[src/rtl/fft2d_io_ctrl.sv]
// fft2d_io_ctrl
//   Sequences the FFT2D I/O FIFO. It generates the FIFO chip selects and
//   enables, and it selects one of three bus modes:
//     LOAD  - the external port fills the FIFO with one frame.
//     DRAIN - one frame of FIFO words goes round-robin to the FFT units.
//     PASS  - both chip selects are low, so the I/O block shorts the
//             external port to the units bus.
//   A one-cycle FIN state ends each LOAD or DRAIN frame and pulses done.
//
// Ports
//   clk, reset               rising-edge clock; asynchronous active-low reset
//   start_load, start_drain  frame requests, sampled only in IDLE
//   pass_req                 level request for PASS mode
//   abort                    ends LOAD/DRAIN/PASS at once, with no done pulse
//   ext_valid, ext_ready     handshake for words on the external port
//   fifo_empty, fifo_full    FIFO status flags
//   unit_ready               per-unit ready flags
//   wr_cs, rd_cs             FIFO chip selects
//   wr_en, rd_en             FIFO enables
//   unit_sel, unit_load      target unit index and one-hot capture strobe
//   word_cnt                 number of words moved in the current frame
//   busy, done               not-IDLE flag; frame-complete pulse
module fft2d_io_ctrl #(
    parameter int FRAME_WORDS = 32,
    parameter int NUM_UNITS   = 32,
    parameter int CNT_W       = 6,
    parameter int SEL_W       = 5
) (
    input  logic                 clk,
    input  logic                 reset,
    input  logic                 start_load,
    input  logic                 start_drain,
    input  logic                 pass_req,
    input  logic                 abort,
    input  logic                 ext_valid,
    output logic                 ext_ready,
    input  logic                 fifo_empty,
    input  logic                 fifo_full,
    input  logic [NUM_UNITS-1:0] unit_ready,
    output logic                 wr_cs,
    output logic                 rd_cs,
    output logic                 wr_en,
    output logic                 rd_en,
    output logic [SEL_W-1:0]     unit_sel,
    output logic [NUM_UNITS-1:0] unit_load,
    output logic [CNT_W-1:0]     word_cnt,
    output logic                 busy,
    output logic                 done
);

    typedef enum logic [2:0] {
        IDLE  = 3'd0,
        LOAD  = 3'd1,
        DRAIN = 3'd2,
        PASS  = 3'd3,
        FIN   = 3'd4
    } state_t;

    state_t state, next;

    logic [NUM_UNITS-1:0] sel_mask;
    logic                 sel_ready;
    logic                 last_word;
    logic                 sel_last;

    // The one-hot mask gives the ready lookup and the capture strobe without
    // indexing a NUM_UNITS-wide vector with a SEL_W-wide index.
    assign sel_mask  = NUM_UNITS'(1) << unit_sel;
    assign sel_ready = |(unit_ready & sel_mask);
    assign last_word = (word_cnt == CNT_W'(FRAME_WORDS - 1));
    assign sel_last  = (unit_sel == SEL_W'(NUM_UNITS - 1));

    always_ff @(posedge clk or negedge reset) begin
        if (!reset) state <= IDLE;
        else        state <= next;
    end

    always_comb begin
        next      = state;
        wr_cs     = 1'b0;
        rd_cs     = 1'b0;
        wr_en     = 1'b0;
        rd_en     = 1'b0;
        ext_ready = 1'b0;
        unit_load = '0;
        done      = 1'b0;
        busy      = (state != IDLE);
        case (state)
            IDLE: begin
                if (start_load)       next = LOAD;
                else if (start_drain) next = DRAIN;
                else if (pass_req)    next = PASS;
            end
            LOAD: begin
                wr_cs     = 1'b1;
                // abort removes every enable in the same cycle.
                ext_ready = !fifo_full && !abort;
                wr_en     = ext_valid && !fifo_full && !abort;
                if (abort)                  next = IDLE;
                else if (wr_en && last_word) next = FIN;
            end
            DRAIN: begin
                rd_cs     = 1'b1;
                rd_en     = !fifo_empty && sel_ready && !abort;
                unit_load = rd_en ? sel_mask : '0;
                if (abort)                  next = IDLE;
                else if (rd_en && last_word) next = FIN;
            end
            PASS: begin
                if (abort || !pass_req) next = IDLE;
            end
            FIN: begin
                done = 1'b1;
                next = IDLE;
            end
            default: next = IDLE;
        endcase
    end

    // The counters use the same asynchronous reset, so word_cnt and unit_sel
    // read 0 as soon as reset is asserted. word_cnt keeps its final value
    // through FIN and IDLE until the next start.
    always_ff @(posedge clk or negedge reset) begin
        if (!reset) begin
            word_cnt <= '0;
            unit_sel <= '0;
        end else if (state == IDLE && next != IDLE) begin
            word_cnt <= '0;
            unit_sel <= '0;
        end else if (wr_en || rd_en) begin
            word_cnt <= word_cnt + 1'b1;
            if (rd_en) unit_sel <= sel_last ? '0 : unit_sel + 1'b1;
        end
    end

endmodule
[config.mk]
export PLATFORM = sky130hd
export DESIGN_NAME = fft2d_io_ctrl
export DESIGN_NICKNAME = d
export VERILOG_FILES = /design/src/rtl/fft2d_io_ctrl.sv
export SDC_FILE = /design/constraint.sdc
export NUM_CORES = 1
export LEC_CHECK = 0
export CAP_MARGIN = 20
export CORE_MARGIN = 2
export CORE_UTILIZATION = 38
export DETAILED_ROUTE_END_ITERATION = 16
export GPL_ROUTABILITY_DRIVEN = 1
export MAX_ROUTING_LAYER = met4
export PLACE_DENSITY = 0.85
export SYNTH_ARGS = -nofsm -noshare
export SYNTH_HDL_FRONTEND = slang
export SYNTH_SLANG_ARGS = --single-unit
[constraint.sdc]
create_clock -name clk -period 3.7 [get_ports clk]
set_clock_uncertainty 0.05 [all_clocks]
set_input_delay 1.11 -clock clk [delete_from_list [all_inputs] [get_ports clk]]
set_output_delay 1.11 -clock clk [all_outputs]
set_load 0.01 [all_outputs]
== Yosys cells after proc, flatten, opt, wreduce, memory -nomap -nowiden ==
Cells that the tools add are included.

* Register bits after elaboration: 14
* Input bits: 41
* Output and inout bits: 50
* Word-level logic and storage cells: 57

* $add $sub $neg: 2
* Equal/unequal tests: 6
* Shift-type cells: 1
* Mux-type cells: 23
* Bitwise operators: 1
* Reductions and logical operators: 21

{| class="wikitable"
|+ Operator list
! operator !! count
|-
| $mux W32 || 2
|-
| $and A32 B32 Y32 || 1
|-
| $reduce_or A32 Y1 || 1
|-
| $shl A1 B5 Y32 const A || 1
|-
| $mux W3 || 8
|-
| $mux W5 || 4
|-
| $mux W6 || 2
|-
| $pmux W3 S4 || 1
|-
| $logic_and A1 B1 Y1 || 8
|-
| $add A6 B1 Y6 const B || 1
|-
| $eq A3 B2 Y1 const B || 2
|-
| $eq A6 B5 Y1 const B || 1
|-
| $mux W1 || 6
|-
| $reduce_bool A3 Y1 || 2
|-
| $add A5 B1 Y5 const B || 1
|-
| $eq A5 B5 Y1 const B || 1
|-
| $logic_not A1 Y1 || 4
|-
| $reduce_bool A2 Y1 || 2
|-
| $eq A3 B1 Y1 const B || 1
|-
| $eq A3 B3 Y1 const B || 1
|-
| $logic_not A3 Y1 || 1
|-
| $logic_or A1 B1 Y1 || 2
|-
| $reduce_and A2 Y1 || 1
|}

== Longest topological paths before layout ==
* Word-level depth: 13
* Mapped depth: 12
* Gate-level depth less buffers: 10

== Worst setup path after synthesis ==
No wires, ideal clock.

* Kind: input -> output
* Start point: in unit_ready[10]
* End point: out unit_load[0]
* Arrival: 2.466 ns
* Required time: 2.540 ns
* Setup slack: 0.074 ns
* Stages: 9
* Buffers on the path: 1
* Cells stage by stage: or3b_1 a21oi_1 a2111oi_0 nand2b_1 o21ai_2 buf_6 inv_4 nand3_1 nor3_1

* Word-level cells in the longest chain between the ends: 6

{| class="wikitable"
|+ Ends and longest elaborated chain
! what !! RTL line !! RTL
|-
| start: declaration || 39 || <nowiki>input logic [NUM_UNITS-1:0] unit_ready,</nowiki>
|-
| $and A32 B32 Y32 || 69 || <nowiki>assign sel_ready = |(unit_ready & sel_mask);</nowiki>
|-
| $reduce_or A32 Y1 || 69 ||
|-
| $logic_and A1 B1 Y1 (2 in a row) || 104 || <nowiki>rd_en = !fifo_empty && sel_ready && !abort;</nowiki>
|-
| $mux W32 || 105 || <nowiki>unit_load = rd_en ? sel_mask : '0;</nowiki>
|-
| $mux W32 || 88 || <nowiki>case (state)</nowiki>
|-
| end: declaration || 45 || <nowiki>output logic [NUM_UNITS-1:0] unit_load,</nowiki>
|}

Every way passes these cells.

== Worst setup path in the final report ==
* Start point: in unit_ready[23]
* End point: out unit_load[17]

The elaborated chain is that of the path after synthesis.

==> impl_metrics.py <==
metrics = {
    "sta": {
        "final-max-slew-violation-count": 0,
        "grt_setup_unrepaired": "yes",
        "timing.final.crit_period_ps": 3830,
        "max_clock_freq_ghz": 0.261,
        "slew-limit-headroom_pct": 54.0,
        "final_hold_viol_count": 0,
        "fin_worst_hold_slack_ps": 464,
        "timing.final.ws_setup_ps": -128,
        "timing.final.crit_share_pct": 103,
        "setup_viol_count_final": 29,
        "worst_slew_pin_slew_ps": 688,
    },
    "logic_synthesis": {
        "portion_of_the_post_synthesis_area_used_by_sequential_elements_pct": 22.5,
        "ys_warn_count": 0,
        "synthDistinctLibCells": 58,
        "postSynth.topFlopCell": "sky130_fd_sc_hd__dfrtp_1",
        "netlist_instances": 205,
        "yosys_reg_bits": 14,
        "synthArstFlopShare_pct": 100,
        "mappedNetlistNets": 254,
        "synth-edff-count": 0,
        "netlist_area_um2": 1560,
        "syn-mean-instance-area_um2": 7.59,
    },
    "floorplan": {
        "num_io_pins": 91,
        "initial_utilization_pct": 39.2,
        "die_w_um": 68,
        "fp-row-count": 23,
        "floorplan.core_area_um2": 3970,
        "chipHeight_um": 68,
        "design.die.area_um2": 4620,
    },
    "setup_path": {
        "reg2reg_setup_slack_ps": 980,
        "end_kind": "output pin",
        "critical_path_peak_fanout": 8,
        "timing.critical_path.cells": "buf_6 > mux2_4 > a311oi_2 > nand3_2 > o21ai_4 > buf_4 > nor3_1 > dlygate4sd2_1",
        "cp.buffers_inverters": 3,
        "criticalPathCategory": "in2out",
        "timing.critical_path.max_delay_family": "buffers and inverters",
        "startpoint_type": "input pin",
        "worstPathArrival_ps": 2670,
        "reg2regPathDepth": 12,
        "slowest_stage_cell_cp": "sky130_fd_sc_hd__dlygate4sd2_1",
        "worstReg2RegStart": "unit_sel[0]",
        "worst-path-stages": 8,
        "worst_r2r_endpoint": "unit_sel[3]",
        "cp_data_required_time_ps": 2540,
        "crit_path_max_incr_delay_ps": 300,
    },
    "worst_hold_path": {
        "holdPathEnd": "word_cnt[5]",
        "hp-class": "reg2reg",
        "whs_path_depth": 1,
        "timing.hold.worst.start": "word_cnt[5]",
    },
    "clock_network": {
        "cts-buffers-inserted": 3,
        "cts.root.buffer_cell": "sky130_fd_sc_hd__clkbuf_8",
        "cts_tree": "done",
        "cts-root-to-sink-buffers": 2,
        "cts.hold.buffers_added": 0,
        "cts_sinks": 14,
        "clk_transition_reported_paths_ps": 60,
        "cts_max_level": 1,
        "clock_latency_at_the_later_pin_of_the_worst_skew_pair_ps": 250,
    },
    "routing": {
        "first_pass_iters": 4,
        "dr.first_iter.drc_count": 213,
        "route.detailed.vias_per_inst": 5.66,
        "detail_route.drc_violations": 0,
        "route.final.wire_length_mm": 6.39,
        "final_antenna_net_count": 0,
        "route.vias.total": 2115,
        "route.detailed.wl_per_inst_um": 17.1,
    },
    "cells_and_area": {
        "mostFrequentLayoutCell": "sky130_fd_sc_hd__buf_4",
        "multi_input_area_um2": 1370,
        "finish.instance_area_um2": 2880,
        "antennaDiodeCount": 0,
        "syn2layout_area_growth_pct": 85.2,
        "seqCellArea_um2": 350,
        "final_layout_size_suffix_gt1_share_pct": 46.3,
        "design.final.nets": 374,
        "fillerInstances": 294,
        "mostFrequentLayoutCells": "35 x sky130_fd_sc_hd__buf_4, 23 x sky130_fd_sc_hd__clkbuf_2, 22 x sky130_fd_sc_hd__clkdlybuf4s50_1, 20 x sky130_fd_sc_hd__nor2_1, 18 x sky130_fd_sc_hd__buf_2",
    },
    "place": {
        "number_of_buffers_added_on_ports": 90,
        "gpl.final_weighted_congestion": 0.865,
        "postPlaceCellArea_um2": 2650,
        "dp_hpwl_mm": 4.49,
    },
    "pwr": {
        "power.total_uw": 725,
        "ir_drop_v": 0.000365,
        "power-per-cell-area_nw_per_um2": 252,
        "p_leak_uw": 0.00126,
    },
    "global_route": {
        "grt_usage_pct": 27.2,
        "grt_start_max_net_pins": 20,
        "via_count_of_the_first_global_routing_pass": 1921,
        "grt_first_pass_wirelength_mm": 9.20,
        "initial_antenna_violation_count": 0,
        "global_route.overflow_total": 0,
    },
    "outcome": {
        "outcome": "finished with violations",
        "violations": "negative setup slack",
    },
    "job": {
        "maxCapViolations": 0,
    },
}
==> metal layers <==
| layer | wire length [um] | vias up | track usage (%) |
|---|---|---|---|
| met5 | 0 | - | - |
| met1 | 2510 | 1025 | 31.3 |
| met2 | 3340 | 85 | 49.0 |
| met4 | 213 | 0 | 7.75 |
| li1 | - | 987 | - |
| met3 | 319 | 18 | 3.62 |
==> through the flow <==
stage	instances	worst slack [ps]	utilization, %	setup TNS, ps
3_3_place_gp	362	-949	66.8	-28560
2_1_floorplan	205	74.3	-	0
6_report	374	-128	72.6	-1600
4_1_cts	370	-107	70.9	-2340
3_5_place_dp	362	-1050	66.8	-30150
5_1_grt	374	-208	72.6	-4120
==> Yosys cell counts (all sizes together), types with 2 or more instances <==
master | number | area (um2)
a21oi | 8 | 43.8
o21ai | 10 | 61.3
nor4 | 3 | 18.8
nor4b | 2 | 23.8
o31ai | 3 | 22.5
nand2b | 6 | 40.0
or3b | 2 | 17.5
a2111oi | 3 | 27.5
a311oi | 2 | 23.8
nand2 | 19 | 71.3
nand3 | 17 | 90.1
a22oi | 4 | 30.0
inv | 13 | 51.3
nor3 | 19 | 105
a21boi | 2 | 18.8
nor3b | 2 | 20.0
a211oi | 2 | 20.0
nor2 | 23 | 86.3
ha | 8 | 100
a31oi | 3 | 18.8
nor2b | 3 | 18.8
buf | 12 | 100
o22ai | 3 | 18.8
nand4 | 3 | 18.8
mux2i | 5 | 50.1
dfrtp | 14 | 350
==> where the power goes <==
part / switching, uW / internal (uW) / leakage, uW
sequential: 30.6 / 170 / 0.000192
clock: 55.7 / 94.2 / 0.0000288
combinational: 186 / 189 / 0.00104
==> state kept, by name, summed over array words and instances, names as in the netlist <==
| name | cells |
|---|---|
| state | 3 |
| word_cnt | 6 |
| unit_sel | 5 |
==> cells by family after synthesis <==
group                      count (synthesis)  share of synthesized area, %
muxes                                      6                          4.18
buffers and inverters                     26                          9.97
AOI/OAI and AO/OA                         45                          21.0
and+or+nand+nor                          106                          35.9
adders and majority gates                  8                          6.43
DFF                                       14                          22.5
==> final cells by class <==
class	count	area share (%)
tap	50	2.17
clock buffer	4	1.91
multi-input combinational	165	47.4
timing repair buffer	128	34.5
sequential	14	12.2
inverter	13	1.87
==> how the worst max path moves through the flow <==
stage / from / end / slack, ps
5_1_grt: unit_sel[1] / unit_load[30] / -210
3_3_place_gp: unit_ready[4] / unit_load[4] / -950
6_report: unit_ready[23] / unit_load[17] / -130
4_1_cts: unit_ready[15] / unit_load[13] / -110
3_5_place_dp: unit_ready[4] / unit_load[4] / -1050
2_1_floorplan: unit_ready[10] / unit_load[0] / 70
==> worst register-to-register path: stages, from the launching register on <==
cell and delay, ps:
sky130_fd_sc_hd__dfrtp_1 420, sky130_fd_sc_hd__inv_1 110, sky130_fd_sc_hd__ha_2 230, sky130_fd_sc_hd__buf_4 200
sky130_fd_sc_hd__a221oi_4 80, sky130_fd_sc_hd__a2111oi_2 300, sky130_fd_sc_hd__a21oi_1 100, sky130_fd_sc_hd__nand3_2 120
sky130_fd_sc_hd__o21ai_4 90, sky130_fd_sc_hd__buf_6 140, sky130_fd_sc_hd__buf_4 200, sky130_fd_sc_hd__or4_1 470
sky130_fd_sc_hd__a21oi_1 150
==> timing repair <==
action | CTS | global route
setup buffers | 4 | 5
resized for setup | 160 | 94
pin swaps | 28 | 27
cloned | 0 | 0
setup endpoints to repair | 34 | 33
No activity file was read; power rests on OpenSTA's default activity.
